<file path="config.mk">
export PLATFORM = sky130hd
export DESIGN_NAME = packet_word_packer
export DESIGN_NICKNAME = d
export VERILOG_FILES = /design/src/rtl/packet_word_packer_pkg.sv /design/src/rtl/packet_word_packer_oreg.sv /design/src/rtl/packet_word_packer.sv
export SDC_FILE = /design/constraint.sdc
export NUM_CORES = 1
export LEC_CHECK = 0
export CAP_MARGIN = 20
export CORE_UTILIZATION = 45
export CTS_CLUSTER_DIAMETER = 200
export CTS_CLUSTER_SIZE = 12
export DETAILED_ROUTE_END_ITERATION = 10
export GPL_ROUTABILITY_DRIVEN = 0
export PLACE_DENSITY = 0.7
export SLEW_MARGIN = 10
export SYNTH_ARGS = -nofsm -noshare
export SYNTH_HDL_FRONTEND = slang
export SYNTH_HIERARCHICAL = 1
export SYNTH_SLANG_ARGS = --single-unit
</file>
<file path="constraint.sdc">
create_clock -name clk_i -period 2.8 [get_ports clk_i]
set_input_delay 0.42 -clock clk_i [delete_from_list [all_inputs] [get_ports clk_i]]
set_output_delay 0.42 -clock clk_i [all_outputs]
set_load 0.05 [all_outputs]
</file>
<file path="src/rtl/packet_word_packer_pkg.sv">
// packet_word_packer_pkg: shared types and constants
// for the receive-side byte-to-word packer.
package packet_word_packer_pkg;

  typedef enum logic {
    IDLE,
    FILL
  } packer_state_t;

  localparam int FRAME_CNT_WIDTH = 16;

  function automatic int lane_bits(input int lanes);
    return (lanes > 1) ? $clog2(lanes) : 1;
  endfunction

endpackage

</file>
<file path="src/rtl/packet_word_packer_oreg.sv">
// packet_word_packer_oreg: output holding register
// with AXI-Stream style valid/ready.
// Ports: clk_i, arstn_i; load_i/data_i/keep_i/last_i
// from the producer; in_ready_o back to it;
// m_tdata_o/m_tkeep_o/m_tlast_o/m_tvalid_o/m_tready_i
// toward the consumer.
module packet_word_packer_oreg #(
  parameter int DATA_W = 32,
  parameter int KEEP_W = 4
) (
  input  logic              clk_i,
  input  logic              arstn_i,
  input  logic              load_i,
  input  logic [DATA_W-1:0] data_i,
  input  logic [KEEP_W-1:0] keep_i,
  input  logic              last_i,
  output logic              in_ready_o,
  output logic [DATA_W-1:0] m_tdata_o,
  output logic [KEEP_W-1:0] m_tkeep_o,
  output logic              m_tvalid_o,
  output logic              m_tlast_o,
  input  logic              m_tready_i
);

  logic take;

  // A new word may enter when empty or when the
  // current one drains in the same cycle.
  assign in_ready_o = !m_tvalid_o | m_tready_i;
  assign take       = load_i & in_ready_o;

  always_ff @(posedge clk_i or negedge arstn_i) begin
    if (!arstn_i) begin
      m_tvalid_o <= 1'b0;
      m_tdata_o  <= '0;
      m_tkeep_o  <= '0;
      m_tlast_o  <= 1'b0;
    end else if (take) begin
      m_tvalid_o <= 1'b1;
      m_tdata_o  <= data_i;
      m_tkeep_o  <= keep_i;
      m_tlast_o  <= last_i;
    end else if (m_tready_i) begin
      m_tvalid_o <= 1'b0;
    end
  end

endmodule

</file>
<file path="src/rtl/packet_word_packer.sv">
// packet_word_packer: packs a byte stream little-endian
// into OUT_WIDTH-bit words with keep and tlast.
// Ports: clk_i, arstn_i (async active-low);
// s_t* byte slave; m_t* word master;
// frame_done_o/frame_len_o/frame_cnt_o frame stats;
// expected_len_i/len_err_o length check, active only
// when PACKET_WORD_PACKER_LEN_CHECK_EN is defined.
module packet_word_packer
  import packet_word_packer_pkg::*;
#(
  parameter int OUT_WIDTH     = 32,
  parameter int PAYLOAD_WIDTH = 11
) (
  input  logic                       clk_i,
  input  logic                       arstn_i,
  input  logic [7:0]                 s_tdata_i,
  input  logic                       s_tvalid_i,
  input  logic                       s_tlast_i,
  output logic                       s_tready_o,
  output logic [OUT_WIDTH-1:0]       m_tdata_o,
  output logic [OUT_WIDTH/8-1:0]     m_tkeep_o,
  output logic                       m_tvalid_o,
  output logic                       m_tlast_o,
  input  logic                       m_tready_i,
  output logic                       frame_done_o,
  output logic [PAYLOAD_WIDTH-1:0]   frame_len_o,
  output logic [FRAME_CNT_WIDTH-1:0] frame_cnt_o,
  input  logic [PAYLOAD_WIDTH-1:0]   expected_len_i,
  output logic                       len_err_o
);

  localparam int LANES  = OUT_WIDTH / 8;
  localparam int LANE_W = lane_bits(LANES);

  localparam logic [LANE_W-1:0] LAST_LANE =
    LANE_W'(LANES - 1);
  localparam logic [LANE_W-1:0] LANE_ONE =
    LANE_W'(1);
  localparam logic [PAYLOAD_WIDTH-1:0] LEN_MAX = '1;
  localparam logic [PAYLOAD_WIDTH-1:0] LEN_ONE =
    PAYLOAD_WIDTH'(1);
  localparam logic [FRAME_CNT_WIDTH-1:0] CNT_ONE =
    FRAME_CNT_WIDTH'(1);

  packer_state_t            state;
  logic [LANE_W-1:0]        lane;
  logic [OUT_WIDTH-1:0]     acc;
  logic [OUT_WIDTH-1:0]     word;
  logic [LANES-1:0]         keep;
  logic [PAYLOAD_WIDTH-1:0] byte_cnt;
  logic [PAYLOAD_WIDTH-1:0] cnt_next;
  logic                     accept;
  logic                     at_top;
  logic                     close;
  logic                     wrap;
  logic                     fill;
  logic                     emit;

  assign accept = s_tvalid_i & s_tready_o;
  assign at_top = (lane == LAST_LANE);

  // Mutually exclusive actions for an accepted byte.
  assign close = accept & s_tlast_i;
  assign wrap  = accept & !s_tlast_i & at_top;
  assign fill  = accept & !s_tlast_i & !at_top;
  assign emit  = close | wrap;

  // First byte of a frame restarts the count at one;
  // later bytes count up and stick at the maximum.
  always_comb begin
    cnt_next = LEN_ONE;
    if (state == FILL) begin
      cnt_next = (byte_cnt == LEN_MAX) ? byte_cnt
                                       : byte_cnt + LEN_ONE;
    end
  end

  // Unfilled lanes of acc are always zero, so the merge
  // only overwrites the current lane.
  always_comb begin
    word = acc;
    keep = '0;
    for (int k = 0; k < LANES; k++) begin
      if (lane == LANE_W'(k)) begin
        word[8*k +: 8] = s_tdata_i;
      end
      keep[k] = (LANE_W'(k) <= lane);
    end
  end

  always_ff @(posedge clk_i or negedge arstn_i) begin
    if (!arstn_i) begin
      state        <= IDLE;
      lane         <= '0;
      acc          <= '0;
      byte_cnt     <= '0;
      frame_done_o <= 1'b0;
      frame_len_o  <= '0;
      frame_cnt_o  <= '0;
    end else begin
      frame_done_o <= 1'b0;
      unique case (1'b1)
        close: begin
          state        <= IDLE;
          lane         <= '0;
          acc          <= '0;
          byte_cnt     <= '0;
          frame_done_o <= 1'b1;
          frame_len_o  <= cnt_next;
          frame_cnt_o  <= frame_cnt_o + CNT_ONE;
        end
        wrap: begin
          state    <= FILL;
          lane     <= '0;
          acc      <= '0;
          byte_cnt <= cnt_next;
        end
        fill: begin
          state    <= FILL;
          lane     <= lane + LANE_ONE;
          acc      <= word;
          byte_cnt <= cnt_next;
        end
        default: ;
      endcase
    end
  end

  packet_word_packer_oreg #(
    .DATA_W (OUT_WIDTH),
    .KEEP_W (LANES)
  ) u_oreg (
    .clk_i      (clk_i),
    .arstn_i    (arstn_i),
    .load_i     (emit),
    .data_i     (word),
    .keep_i     (keep),
    .last_i     (s_tlast_i),
    .in_ready_o (s_tready_o),
    .m_tdata_o  (m_tdata_o),
    .m_tkeep_o  (m_tkeep_o),
    .m_tvalid_o (m_tvalid_o),
    .m_tlast_o  (m_tlast_o),
    .m_tready_i (m_tready_i)
  );

`ifdef PACKET_WORD_PACKER_LEN_CHECK_EN
  logic [PAYLOAD_WIDTH-1:0] exp_len_q;
  logic [PAYLOAD_WIDTH-1:0] exp_len;

  // A single-byte frame closes on the same cycle it
  // would be sampled, so compare the live input then.
  assign exp_len = (state == IDLE) ? expected_len_i
                                   : exp_len_q;

  always_ff @(posedge clk_i or negedge arstn_i) begin
    if (!arstn_i) begin
      exp_len_q <= '0;
      len_err_o <= 1'b0;
    end else begin
      len_err_o <= close & (cnt_next != exp_len);
      if (accept && state == IDLE) begin
        exp_len_q <= expected_len_i;
      end
    end
  end
`else
  logic unused_expected_len;

  assign unused_expected_len = ^expected_len_i;
  assign len_err_o = 1'b0;
`endif

endmodule

</file>
; ---- Yosys cells after proc, flatten, opt, wreduce, memory -nomap -nowiden
; Index checks and enable logic that the tools add are counted.
[word_totals]
regBits = 112
latchBits = 0
ramBits = 0
romBits = 0
out_inout_bits = 68
elab_cells = 52
n_memories = 0
[classes]
addsub = 3
n_mul = 0
n_div = 0
n_lt_le_gt_ge = 4
eq_ne = 4
shifts = 0
muxes = 13
bitwise_logic = 8
n_reduce_logical = 9
[ops]
columns = op, count
row1 = $pmux W32 S2, 1
row2 = $mux W8, 4
row3 = $mux W11, 2
row4 = $pmux W11 S2, 1
row5 = $add A16 B1 Y16 const B, 1
row6 = $add A11 B1 Y11 const B, 1
row7 = $eq A11 B11 Y1 const B, 1
row8 = $and A1 B1 Y1, 6
row9 = $reduce_bool A2 Y1, 3
row10 = $eq A2 B2 Y1 const B, 2
row11 = $le A1 B2 Y1 const A, 2
row12 = $le A2 B2 Y1 const A, 2
row13 = $pmux W2 S2, 1
row14 = $reduce_or A2 Y1, 2
row15 = $logic_not A1 Y1, 3
row16 = $mux W1, 3
row17 = $add A2 B1 Y2 const B, 1
row18 = $eq A2 B1 Y1 const B, 1
row19 = $logic_not A2 Y1, 1
row20 = $or A1 B1 Y1, 2
row21 = $pmux W1 S2, 1

; ---- Logic depth before layout (Yosys ltp)
[logic_depth]
depth_word = 8
ltp_mapped = 9
ltp_nobuf = 7

; ---- Cells and area by module
; Netlist, hierarchy kept.
[by_module_without_submodules]
columns = mod, n_inst, cells_per_inst, area_each_um2, seq_area_each_um2
row1 = packet_word_packer, 1, 368, 3692.3, 1851.8
row2 = packet_word_packer_oreg, 1, 81, 1572.8, 950.9

; ---- Worst setup path before layout
; No wires, ideal clock.
[synth_path]
path_kind = flip-flop to flip-flop
from = register u_oreg.m_tvalid_o
to = register u_oreg.m_tdata_o[0]
setup_time_ns = 0.125
arrival_time_ns = 2.137
required_ns = 2.675
path_slack_ns = 0.538
path_stages_with_launch = 9
cell_sequence = dfrtp_1 -> nand2b_4 -> and2_1 -> buf_6 -> o21ai_1 -> inv_1 -> nand2_4 -> buf_12 -> mux2_4
[synth_between]
elab_chain_len = 7
[synth_rtl]
columns = element, line
row1 = "start, declared", packet_word_packer_oreg.sv:20  ; output logic m_tvalid_o,
row2 = "start signal, assigned", packet_word_packer_oreg.sv:34  ; m_tvalid_o <= 1'b0;
row3 = "start signal, assigned", packet_word_packer_oreg.sv:39  ; m_tvalid_o <= 1'b1;
row4 = "start signal, assigned", packet_word_packer_oreg.sv:44  ; m_tvalid_o <= 1'b0;
row5 = $logic_not A1 Y1 *, packet_word_packer_oreg.sv:29  ; assign in_ready_o = !m_tvalid_o | m_tready_i;
row6 = $or A1 B1 Y1 *, packet_word_packer_oreg.sv:29
row7 = named net s_tready_o, packet_word_packer.sv:19  ; output logic s_tready_o,
row8 = $and A1 B1 Y1 *, packet_word_packer.sv:59  ; assign accept = s_tvalid_i & s_tready_o;
row9 = $and A1 B1 Y1 (2 in series), packet_word_packer.sv:64  ; assign wrap = accept & !s_tlast_i & at_top;
row10 = $or A1 B1 Y1 *, packet_word_packer.sv:66  ; assign emit = close | wrap;
row11 = named net emit, packet_word_packer.sv:57  ; logic emit;
row12 = $and A1 B1 Y1 *, packet_word_packer_oreg.sv:30  ; assign take = load_i & in_ready_o;
row13 = "end signal, assigned", packet_word_packer_oreg.sv:40  ; m_tdata_o <= data_i;
row14 = "end, declared", packet_word_packer_oreg.sv:18  ; output logic [DATA_W-1:0] m_tdata_o,
; Mark *: on every way through the listed nets, which the timed path passes. The rest lies on a longest branch.
; A chain may end at the register's enable or synchronous reset.

; ---- Worst setup path in the final report
[layout_path]
from = input port m_tready_i
to = output port s_tready_o
[layout_between]
elab_chain_len = 1
[layout_rtl]
columns = element, line
row1 = "start, declared", packet_word_packer.sv:24  ; input logic m_tready_i,
row2 = $or A1 B1 Y1, packet_word_packer_oreg.sv:29
row3 = "end, declared", packet_word_packer.sv:19
; No other way between the ends.

==> flow_summary.yaml <==
die:
  initial_core_util_pct: 46.1
  dieArea_mm2: 0.0121
  die_y_um: 110
  row_count: 39
  io_pins: 92
  die_x_um: 110
  core_mm2: 0.0114
routing:
  final_antenna_net_count: 0
  dr.first_iter.drc_count: 269
  num_vias: 3597
  wl_per_cell_um: 16.2
  routed_wl_mm: 10.9
  drc: 0
  viasPerCell: 5.36
  dr.pass1.iters: 4
worst_setup_path:
  r2r_setup_slack_ps: 700
  timing.rr.end: "byte_cnt[5]"
  crit_required_ps: 2380
  crit_path_cell_trace: "clkdlybuf4s50_1 -> nand2b_4 -> clkdlybuf4s50_1"
  critPathArrivalTime_ps: 1860
  crit_slowest_cell: "clkdlybuf4s50_1"
  critPathKind: "in2out"
  cp_max_fo: 6
  r2r_start: "byte_cnt[0]"
  ff2ff_path_depth: 5
  cp-end-kind: "output port"
  cpMostUsedCell: "clkdlybuf4s50_1"
  start_kind: "input port"
  max_stage_delay_ps: 810
final_layout:
  area_growth_pct: 22.4
  final_cells: 671
  drive_gt1_share_pct: 20.5
  diodes: 0
  final-seq-area_mm2: 0.00280
  fillCellCount: 969
  finalNetCount: 554
  multi_input_area_mm2: 0.00225
  fin_util_pct: 56.4
sta:
  slew_violations: 0
  rsz0062_at_grt: "false"
  final-setup-viol-count: 0
  hold_violations: 0
  skew_ps: 8.19
  fin_crit_ps: 2280
  min_period_over_period_pct: 81.5
  fmax_mhz: 438
  slew_headroom_pct: 56.7
  worst_pin_slew_ps: 649
  setup_tns_ps: 0
synth:
  synthTopCellsByCount: "dfrtp_1 (112), nand2_1 (71), mux2_2 (39)"
  ys_top_cells_by_area: "dfrtp_1 (53%), mux2_4 (8.6%), mux2_2 (8.3%), nand2_1 (5.1%), nand3_1 (3.2%)"
  synth.most_common_cell: "dfrtp_1"
  synth_edf_count: 0
  syn-cell-area_mm2: 0.00527
  synthDistinctLibCells: 49
  synth_top_area_cell: "dfrtp_1"
  yosysSeqAreaShare_pct: 53.2
  post_synth.cell_area_avg_um2: 11.7
  syn_nets: 480
  synth_flop_cell: "dfrtp_1"
  syn_inst: 449
  yosysTopAreaCellShare_pct: 53.2
  synthArstFlopShare_pct: 100
  ys_ff_latch: 112
  ys_warn_count: 6
flow_run:
  cap_violations: 0
pwr:
  power.density_mw_per_mm2: 836
  power_leakage_nw: 3.12
  ir_worst_vdd_v: 0.000556
clock_network:
  clkTransAtPathRegs_ps: 70
  cts_setup_buffers: 0
  postCtsResizedCells: 0
  cts_num_sinks: 112
  cts_buffers: 9
  holdBufCountCts: 0
  htree_levels: 3
  worstSkewPairLatency_ps: 340
  clockBufferDepth: 2
  root_buffer: "clkbuf_16"
  cts_tree: "built"
place:
  dp_cells: 655
  hpwlAfterDp_mm: 7.39
  numPortBuffers: 79
global_routing:
  grt_pass1_vias: 3659
  grt_max_degree: 63
  grt_use_total_pct: 19.4
  globalRouteOverflowTotal: 0
  grt_pass1_wl_mm: 18.1
  antenna_found_initial: 0
min_path:
  hp-class: "in2async"
outcome:
  status: "complete, no violations"
-- routing by layer --
metal	vias to the layer above	global-route usage (%)	wire, um
met5	-	0	0
met4	0	6.02	86
met3	6	4.00	640
met2	117	30.6	5040
met1	1770	27.1	5100
li1	1704	-	-
-- worst max path at each step --
stage / slack, ps / end / cells past startpoint / from
after CTS: 510 / s_tready_o / 3 / m_tready_i
after global routing: 480 / s_tready_o / 3 / m_tready_i
after global placement: 400 / frame_len_o[9] / 9 / m_tready_i
final: 520 / s_tready_o / 3 / m_tready_i
after detailed placement: 360 / frame_len_o[9] / 9 / m_tready_i
after floorplan: 540 / u_oreg/m_tdata_o[0] / 8 / u_oreg/m_tvalid_o
-- final cells by class --
class | count | area share, %
Clock buffer | 11 | 3.92
Clock inverter | 5 | 0.680
Inverter | 7 | 0.408
Multi-Input combinational cell | 304 | 34.9
Sequential cell | 112 | 43.5
Tap cell | 143 | 2.78
Timing Repair Buffer | 89 | 13.8
-- worst max-delay path, delay by kind of cell --
family | cells | cell delay, ps
buffers and inverters | 2 | 1280
AND/OR/NAND/NOR | 1 | 160
-- stage by stage --
step                      total power [mW]  cell area (um2)  worst slack, ps  hold slack, ps
after global placement                4.12             6150              405             454
after global routing                  5.64             6440              483             149
after CTS                             5.44             6440              506             118
after detailed placement              4.15             6150              357             459
after floorplan                       3.51             5270              538             124
final                                 5.38             6440              518            94.4
-- layout by cell type, fill, tap and decap left out, types with 4 or more instances in the layout --
cell             count
nand3_1             34
nor2_1              12
ha_1                 7
clkdlybuf4s50_1     78
dfrtp_1            112
inv_1                6
nand2_1             71
xnor2_1             14
clkbuf_16            9
inv_6                5
mux2_2              39
buf_4                9
mux2_4              30
nand4_1              9
o21ai_0             16
and2_1              10
and3_1               5
a21oi_1             12
nor3_1               4
-- where the power goes --
part	internal [mW]	total (mW)	switching (mW)
registers	1.90	2.10	0.207
logic	0.800	2.01	1.21
clock network	0.670	1.27	0.601
-- registers in the layout, summed over array words and instances (netlist names), 2 cells and up --
register          count
byte_cnt             11
frame_len_o          11
u_oreg/m_tdata_o     32
acc                  32
frame_cnt_o          16
lane                  2
u_oreg/m_tkeep_o      4
-- kinds of logic after synthesis --
group	Yosys count	synth area share, %
fa+ha+maj	7	1.66
buf+inv	33	4.04
compound gates	48	5.94
simple gates	159	14.9
mux	71	17.3
xor+xnor	17	2.83
other cells	2	0.143
flops	112	53.2
No activity file was read; power rests on OpenSTA's default activity.
